<file path="config.mk">
export PLATFORM = sky130hd
export DESIGN_NAME = uart_pkt_scheduler
export DESIGN_NICKNAME = d
export VERILOG_FILES = /design/src/rtl/uart_pkt_scheduler.sv
export SDC_FILE = /design/constraint.sdc
export NUM_CORES = 1
export LEC_CHECK = 0
export ABC_CLOCK_PERIOD_IN_PS = 4700
export CAP_MARGIN = 5
export CORE_ASPECT_RATIO = 0.5
export CORE_MARGIN = 10
export CORE_UTILIZATION = 55
export DETAILED_ROUTE_END_ITERATION = 10
export DONT_BUFFER_PORTS = 1
export PLACE_DENSITY = 0.7
export SETUP_SLACK_MARGIN = 0.2
export SYNTH_ARGS = -nofsm -noshare
export SYNTH_HDL_FRONTEND = slang
export SYNTH_SLANG_ARGS = --single-unit
</file>
<file path="constraint.sdc">
create_clock -name clk -period 4.7 [get_ports clk]
set_input_delay 0.47 -clock clk [delete_from_list [all_inputs] [get_ports clk]]
set_output_delay 0.47 -clock clk [all_outputs]
set_load 0.01 [all_outputs]
</file>
<file path="src/rtl/uart_pkt_scheduler.sv">
`timescale 1ns/1ps
// uart_pkt_scheduler
// Frames bytes from a show-ahead byte FIFO into SOF / LEN / payload / checksum
// packets for a UART transmitter. A packet starts when the FIFO holds a full
// payload, when the idle timer runs out with bytes waiting, or on flush.
//
// Build option: define PKT_CRC8_EN to replace the XOR checksum with CRC-8
// (poly 0x07, init 0x00, MSB-first, no reflection, no final XOR). The frame
// format and timing are the same in both builds.
//
// TX handshake: tx_data is offered while tx_valid is high and is taken on a
// rising edge where tx_ready is also high. Once raised, tx_valid stays high and
// tx_data stays unchanged until that edge. The only exception is an empty FIFO
// in PAY, which lowers tx_valid instead of offering a stale byte.
module uart_pkt_scheduler #(
   parameter int unsigned MAX_LEN  = 8,
   parameter int unsigned TIMEOUT  = 1000,
   parameter logic [7:0]  SOF_BYTE = 8'hA5
) (
   input  logic       clk,
   input  logic       rst_n,
   input  logic [4:0] fifo_level,
   input  logic       fifo_empty,
   input  logic [7:0] fifo_dout,
   output logic       fifo_rden,
   input  logic       flush,
   output logic [7:0] tx_data,
   output logic       tx_valid,
   input  logic       tx_ready,
   output logic       busy,
   output logic       pkt_done,
   output logic [2:0] dbg_state
);

   // Width is sized so the timer can hold TIMEOUT, where it saturates.
   localparam int unsigned TW = $clog2(TIMEOUT + 1);
   localparam logic [TW-1:0] TIMER_LAST = TW'(TIMEOUT - 1);
   localparam logic [TW-1:0] TIMER_MAX  = TW'(TIMEOUT);
   localparam logic [TW-1:0] TIMER_ONE  = TW'(1);
   localparam logic [4:0]    MAX_LEN_L  = 5'(MAX_LEN);

   typedef enum logic [2:0] {
      ST_IDLE = 3'd0,
      ST_SOF  = 3'd1,
      ST_LEN  = 3'd2,
      ST_PAY  = 3'd3,
      ST_CHK  = 3'd4
   } state_t;

   state_t        state_q;
   logic [4:0]    len_q;
   logic [4:0]    rem_q;
   logic [7:0]    chk_q;
   logic [TW-1:0] timer_q;
   logic          pkt_done_q;

   logic          level_nz;
   logic          start;
   logic [4:0]    len_start;
   logic          pay_accept;
   logic [7:0]    chk_d;
   logic [TW-1:0] timer_d;

   // Accumulate one payload byte into the running checksum.
   function automatic logic [7:0] fold_byte(input logic [7:0] acc,
                                            input logic [7:0] data);
      logic [7:0] c;
`ifdef PKT_CRC8_EN
      c = acc ^ data;
      for (int i = 0; i < 8; i++) begin
         if (c[7]) begin
            c = {c[6:0], 1'b0} ^ 8'h07;
         end else begin
            c = {c[6:0], 1'b0};
         end
      end
`else
      c = acc ^ data;
`endif
      return c;
   endfunction

   // Trigger decision and the payload length captured at packet start.
   always_comb begin
      level_nz  = (fifo_level != 5'd0);
      start     = (fifo_level >= MAX_LEN_L) ||
                  (level_nz && (timer_q == TIMER_LAST)) ||
                  (flush && level_nz);
      len_start = (fifo_level >= MAX_LEN_L) ? MAX_LEN_L : fifo_level;
   end

   // The idle timer runs only while bytes are waiting and holds at TIMEOUT.
   always_comb begin
      timer_d = timer_q;
      if (!level_nz) begin
         timer_d = '0;
      end else if (timer_q != TIMER_MAX) begin
         timer_d = timer_q + TIMER_ONE;
      end
   end

   // Payload acceptance. An empty FIFO blocks the pop, so it is never underrun.
   always_comb begin
      pay_accept = (state_q == ST_PAY) && !fifo_empty && tx_ready;
      chk_d      = fold_byte(chk_q, fifo_dout);
   end

   // Packet sequencer. It holds the frame bookkeeping and the pkt_done pulse.
   always_ff @(posedge clk or negedge rst_n) begin
      if (!rst_n) begin
         state_q    <= ST_IDLE;
         len_q      <= 5'd0;
         rem_q      <= 5'd0;
         chk_q      <= 8'h00;
         timer_q    <= '0;
         pkt_done_q <= 1'b0;
      end else begin
         pkt_done_q <= 1'b0;
         case (state_q)
            ST_IDLE: begin
               if (start) begin
                  state_q <= ST_SOF;
                  len_q   <= len_start;
                  rem_q   <= len_start;
                  chk_q   <= 8'h00;
                  timer_q <= '0;
               end else begin
                  timer_q <= timer_d;
               end
            end
            ST_SOF: begin
               if (tx_ready) begin
                  state_q <= ST_LEN;
               end
            end
            ST_LEN: begin
               if (tx_ready) begin
                  state_q <= ST_PAY;
               end
            end
            ST_PAY: begin
               if (pay_accept) begin
                  chk_q <= chk_d;
                  rem_q <= rem_q - 5'd1;
                  // rem_q counts the bytes still owed. Leave PAY when the last one is taken.
                  if (rem_q == 5'd1) begin
                     state_q <= ST_CHK;
                  end
               end
            end
            ST_CHK: begin
               if (tx_ready) begin
                  state_q    <= ST_IDLE;
                  pkt_done_q <= 1'b1;
               end
            end
            default: begin
               state_q <= ST_IDLE;
            end
         endcase
      end
   end

   // Byte offered to the UART in each state. It is driven from state, so the
   // reset that clears state also drops tx_valid at once.
   always_comb begin
      tx_valid = 1'b0;
      tx_data  = 8'h00;
      case (state_q)
         ST_SOF: begin
            tx_valid = 1'b1;
            tx_data  = SOF_BYTE;
         end
         ST_LEN: begin
            tx_valid = 1'b1;
            tx_data  = {3'b000, len_q};
         end
         ST_PAY: begin
            tx_valid = !fifo_empty;
            tx_data  = fifo_dout;
         end
         ST_CHK: begin
            tx_valid = 1'b1;
            tx_data  = chk_q;
         end
         default: begin
            tx_valid = 1'b0;
            tx_data  = 8'h00;
         end
      endcase
   end

   assign fifo_rden = pay_accept;
   assign busy      = (state_q != ST_IDLE);
   assign pkt_done  = pkt_done_q;
   assign dbg_state = state_q;

endmodule

</file>
==> impl_metrics.json, run 1 <==
{
  "run_status": "finished, final reports clean",
  "vdd_drop_max_mv": 0.1852,
  "hold_path_class": "primary input to asynchronous set/reset pin",
  "synth-seq-cells": 32,
  "final.setup.tns_ps": 0,
  "mean_area_per_synthesized_cell_um2": 8.687,
  "final_hold_viol_count": 0,
  "synth_async_sr_flop_share": 1.000,
  "final.hold.worst_slack_ps": 1.210,
  "cellPowerDensity_mw_per_mm2": 447.5,
  "area_growth_syn_to_layout_pct": 8.050,
  "grt_setup_unrepaired": "no",
  "skew_ps": 9.525,
  "synthesis.nets": 251,
  "die_area_mm2": 0.006569,
  "timing.final.ws_setup_ps": 2226,
  "period_minus_slack_ps": 2474,
  "port_buffers": 0,
  "dieHeight_um": 62.53,
  "drtIter0Drc": 76,
  "ys.flop_type": "sky130_fd_sc_hd__dfrtp_1",
  "last_weighted_congestion_value_of_the_routability_driven_placer": 0.9090,
  "layout.nets": 250,
  "final_cell_count_no_fill": 280,
  "first_pass_iters": 4,
  "netlist_instances": 229,
  "synth.distinct_cells": 42,
  "routedWlPerCell_um": 17.59,
  "global_route.overflow_total": 0,
  "viasPerCell": 6.361,
  "crit_type": "flop to output port",
  "total_power_mw": 0.9619,
  "worst_setup_hold_path_clk_slew_ps": 70,
  "synth.yosys.warnings": 0,
  "ctsHoldBuffers": 1,
  "final_report_setup_violation_count": 0,
  "synth_area_mm2": 0.001989,
  "start_util": 0.5761,
  "synth_top_area_share": 0.4025,
  "final_cell_mix": "sky130_fd_sc_hd__dfrtp_1 (32), sky130_fd_sc_hd__nand2_1 (21), sky130_fd_sc_hd__o21ai_0 (17)",
  "placed_area_mm2": 0.002022,
  "clock_tree.root_cell": "sky130_fd_sc_hd__clkbuf_8",
  "slew_viol_final": 0,
  "clock_path_buffers": 2,
  "arrival_ps": 2000,
  "synth_enable_flop_cells": 0,
  "numPlacedInstances": 271,
  "post-place-ws_ps": 2475,
  "via_count_of_the_first_global_routing_pass": 1724,
  "worstRegToRegCells": 4,
  "worstSkewPairLatency_ps": 290,
  "drt_drc_violations_left": 0,
  "post-route-period-util": 0.5263,
  "tightest_slew_ps": 822.4,
  "post_layout_util": 0.6225,
  "maxCapViolations": 0,
  "num-fill-cells": 303,
  "fmaxAchievable_mhz": 404.3,
  "critical_path.max_fanout": 16,
  "core_region_area_mm2": 0.003453,
  "via_count": 1781,
  "dp_hpwl_um": 3522,
  "gr-usage-all-layers": 0.1567,
  "critical_path_required_ps": 4230,
  "maximum_number_of_pins_on_one_net_before_global_route_repair": 33,
  "wirelength_um": 4925,
  "numCtsBuffers": 5,
  "drtAntennaViolNets": 0,
  "synth_largest_area_cell": "sky130_fd_sc_hd__dfrtp_1",
  "floorplan.die.width_um": 105.1,
  "insertedDiodeCount": 0,
  "layout.cells.most_common": "sky130_fd_sc_hd__dfrtp_1",
  "startpoint_type": "flop",
  "synth-seq-area-share": 0.4025,
  "placementRows": 15,
  "layout.cell_area.non_filler_mm2": 0.002150,
  "synth.top_cells.by_area": "sky130_fd_sc_hd__dfrtp_1 (40%), sky130_fd_sc_hd__o21ai_0 (4.3%), sky130_fd_sc_hd__mux2i_1 (4.0%), sky130_fd_sc_hd__nand2_1 (4.0%), sky130_fd_sc_hd__nand3_1 (3.3%)",
  "tritoncts_num_sinks": 32,
  "slew-limit-headroom": 0.4497,
  "cts_post_setup_buffers_inserted": 0,
  "cts_tree": "yes",
  "leakagePower_nw": 0.9362,
  "grt_pass1_wl_um": 8673,
  "initial_antenna_violation_count": 0,
  "crit_path_end_kind": "output port",
  "cts_htree_levels": 2,
  "proportion_of_layout_cells_with_a_drive_suffix_above_1": 0.08297,
  "post_cts_resized": 0,
  "top_level_ports": 33
}
## final cells by class
cell class	count	area [µm²]	share of cell area
inverter	12	45.04	0.02095
tap	51	63.81	0.02969
sequential	32	800.8	0.3725
multi-input combinational	175	1105	0.5140
clock buffer	6	72.57	0.03376
timing repair buffer	2	27.53	0.01281
clock inverter	2	35.03	0.01630
## flip-flops by register name, indices dropped and copies added, names as in the netlist
signal and count:
timer_q 10, len_q 5, chk_q 8, rem_q 5, pkt_done 1, dbg_state 3
## power breakdown
part | switching (mW) | leakage, nW | internal, mW | total, mW
logic | 0.145 | 0.496 | 0.112 | 0.258
clock network | 0.103 | 0.0552 | 0.157 | 0.261
registers | 0.0883 | 0.385 | 0.355 | 0.444
total | 0.337 | 0.936 | 0.625 | 0.962
## synth_stat cells, drive strengths merged, types with 2 or more instances
master and n:
dfrtp 32, nand2 21, o21ai 20, nand3 13
inv 12, nor2 12, a21oi 10, clkbuf 9
a31oi 8, mux2i 8, a21o 7, nor3 7
nand4 6, nor2b 6, ha 4, nand2b 4
o31ai 4, or2 4, a211oi 3, a22o 3
a22oi 3, and2 3, and3b 3, nor4 3
o211ai 3, or3 3, and3 2, and4b 2
o2111ai 2, o21a 2, o221ai 2, or4 2
## logic make-up after synthesis
kind of cell / count (synthesis) / synth area share
and+or+nand+nor: 93 / 0.2579
adders and majority gates: 4 / 0.02516
buffers and inverters: 22 / 0.04213
AOI/OAI and AO/OA: 69 / 0.2264
DFF: 32 / 0.4025
muxes: 9 / 0.04591
## metal layers
layer | vias to the layer above | track usage | routed length [µm]
li1 | 845 | - | -
met1 | 876 | 0.2191 | 2357
met2 | 53 | 0.2252 | 2163
met3 | 7 | 0.04527 | 358
met4 | 0 | 0.04762 | 46
met5 | - | 0 | 0
## final timing paths
kind	start	end	slack, ps
max	dbg_state[1]$_DFFE_PN0P_	fifo_rden	2230
min	rst_n	chk_q[0]$_DFFE_PN0P_	1
max reg2reg	dbg_state[1]$_DFFE_PN0P_	dbg_state[1]$_DFFE_PN0P_	2410
min reg2reg	rem_q[4]$_DFFE_PN0P_	rem_q[4]$_DFFE_PN0P_	480
max in group asynchronous	rst_n	rem_q[2]$_DFFE_PN0P_	4510
min in group clk	fifo_level[2]	len_q[2]$_DFFE_PN0P_	310
## critical path, stage by stage (launching register included)
cell and delay [ps]:
sky130_fd_sc_hd__dfrtp_1 720, sky130_fd_sc_hd__nand3b_1 290, sky130_fd_sc_hd__nor2_1 710
No activity file was read; power rests on OpenSTA's default activity.
==> run 2: changes to the inputs <==
Settings changed: ABC_CLOCK_PERIOD_IN_PS 4700 to 2300.
Clock period 4.7 ns to 2.3 ns, I/O delays scaled along.
==> impl_metrics.json, run 2 (synthesis results as in run 1) <==
{
  "run_status": "finished, final reports clean",
  "final.setup.tns_ps": 0,
  "core_region_area_mm2": 0.003453,
  "drt_drc_violations_left": 0,
  "via_count_of_the_first_global_routing_pass": 1771,
  "register_containing_the_most_flip_flops_in_the_final_layout": "timer_q",
  "grt_pass1_wl_um": 8631,
  "leakagePower_nw": 0.9595,
  "final_report_setup_violation_count": 0,
  "grt_setup_unrepaired": "no",
  "critical_path_required_ps": 2070,
  "initial_antenna_violation_count": 0,
  "final_cell_count_no_fill": 285,
  "tightest_slew_ps": 502.3,
  "layout.nets": 255,
  "slew_viol_final": 0,
  "clock_tree.root_cell": "sky130_fd_sc_hd__clkbuf_8",
  "area_growth_syn_to_layout_pct": 10.31,
  "maxCapViolations": 0,
  "routedWlPerCell_um": 17.77,
  "dieHeight_um": 62.53,
  "arrival_ps": 1690,
  "cellPowerDensity_mw_per_mm2": 902.7,
  "floorplan.die.width_um": 105.1,
  "timing.critical_path.slowest_cell_delay_ps": 570,
  "setup.reg_to_reg.worst_slack_ps": 390,
  "post_layout_util": 0.6355,
  "hold_path_class": "primary input to flop",
  "viasPerCell": 6.214,
  "slew-limit-headroom": 0.6623,
  "wirelength_um": 5065,
  "period_minus_slack_ps": 1921,
  "numPlacedInstances": 275,
  "proportion_of_layout_cells_with_a_drive_suffix_above_1": 0.1154,
  "cts_tree": "yes",
  "cts_htree_levels": 2,
  "num-fill-cells": 312,
  "layout_top_registers": "timer_q: 10 flops, chk_q: 8 flops",
  "start_util": 0.5761,
  "first_pass_iters": 4,
  "numCtsBuffers": 5,
  "skew_ps": 7.775,
  "fmaxAchievable_mhz": 520.6,
  "cpMaxStageDelayCell": "sky130_fd_sc_hd__dfrtp_1",
  "port_buffers": 0,
  "maximum_number_of_pins_on_one_net_before_global_route_repair": 33,
  "final.hold.worst_slack_ps": 81.14,
  "worst_setup_hold_path_clk_slew_ps": 70,
  "via_count": 1771,
  "crit_path_end_kind": "output port",
  "last_weighted_congestion_value_of_the_routability_driven_placer": 0.9027,
  "drtAntennaViolNets": 0,
  "worstSkewPairLatency_ps": 280,
  "cts_post_setup_buffers_inserted": 0,
  "startpoint_type": "flop",
  "drtIter0Drc": 188,
  "largest_register_ff_count": 10,
  "die_area_mm2": 0.006569,
  "post-route-period-util": 0.8352,
  "dp_hpwl_um": 3555,
  "insertedDiodeCount": 0,
  "clock_path_buffers": 2,
  "layout.cells.most_common": "sky130_fd_sc_hd__dfrtp_1",
  "tritoncts_num_sinks": 32,
  "critical_path.max_fanout": 8,
  "vdd_drop_max_mv": 0.3849,
  "global_route.overflow_total": 0,
  "gr-usage-all-layers": 0.1560,
  "top_level_ports": 33,
  "crit_type": "flop to output port",
  "final_hold_viol_count": 0,
  "placementRows": 15,
  "final_cell_mix": "sky130_fd_sc_hd__dfrtp_1 (30), sky130_fd_sc_hd__nand2_1 (21), sky130_fd_sc_hd__o21ai_0 (17)",
  "cp_cell_sequence": "buf_4 > nor2_1 > and2_2 > a22o_1"
}
-- run 2: cell count changes in the layout (fill, tap and decap cells not counted), sizes merged --
cell	change
buf	+4
dlygate4sd3	+1
-- run 2: path summary, 6_finish.rpt --
path | from | end | cells after the start
max reg2reg | timer_q[0]$_DFFE_PN0P_ | rem_q[1]$_DFFE_PN0P_ | 5
max | dbg_state[0]$_DFFE_PN0P_ | tx_data[7] | 4
min in group asynchronous | rst_n | chk_q[0]$_DFFE_PN0P_ | 2
min | fifo_level[1] | len_q[1]$_DFFE_PN0P_ | 2
min reg2reg | chk_q[5]$_DFFE_PN0P_ | chk_q[5]$_DFFE_PN0P_ | 1
max in group asynchronous | rst_n | timer_q[8]$_DFFE_PN0P_ | 2
-- run 2: area by class of cell --
| cell class | count | area (µm²) | share of cell area |
|---|---|---|---|
| flip-flops and latches | 32 | 803.3 | 0.3660 |
| inverters | 12 | 45.04 | 0.02052 |
| repair buffers | 7 | 67.56 | 0.03079 |
| clock buffers | 6 | 72.57 | 0.03307 |
| clock inverters | 2 | 35.03 | 0.01596 |
| multi-input cells | 175 | 1107 | 0.5046 |
| well taps | 51 | 63.81 | 0.02908 |
-- run 2: report_power, final --
| group | total [mW] | internal [mW] | switching, mW |
|---|---|---|---|
| combinational | 0.542 | 0.240 | 0.302 |
| sequential | 0.904 | 0.727 | 0.177 |
| clock | 0.535 | 0.321 | 0.214 |
| total | 1.98 | 1.29 | 0.693 |
-- run 2: worst max-delay path, delay by kind of cell, from the launching register on --
kind | cells | cell delay, ps
AOI/OAI and AO/OA | 1 | 280
buffers and inverters | 1 | 220
DFF | 1 | 570
and+or+nand+nor | 2 | 330
-- run 2: layer usage --
| metal | GRT usage | up-vias | wire length, µm |
|---|---|---|---|
| li1 | - | 859 | - |
| met1 | 0.1977 | 828 | 2268 |
| met2 | 0.2469 | 75 | 2297 |
| met3 | 0.05247 | 9 | 442 |
| met4 | 0.04252 | 0 | 57 |
| met5 | 0 | - | 0 |
-- run 2: per-stage QoR --
stage	total power, mW	setup slack, ps	area, µm²
3_5_place_dp	1.427	307.7	2052
5_1_grt	2.124	260.7	2195
3_3_place_gp	1.411	449.8	2052
2_1_floorplan	1.292	536.3	1989
4_1_cts	1.984	214.2	2190
6_report	1.981	379.1	2195
-- run 2: repair_timing --
item,4_1_cts,5_1_grt
gates resized for setup,0,4
hold buffers,2,0
setup endpoints to repair,0,10
hold endpoints to repair,32,0
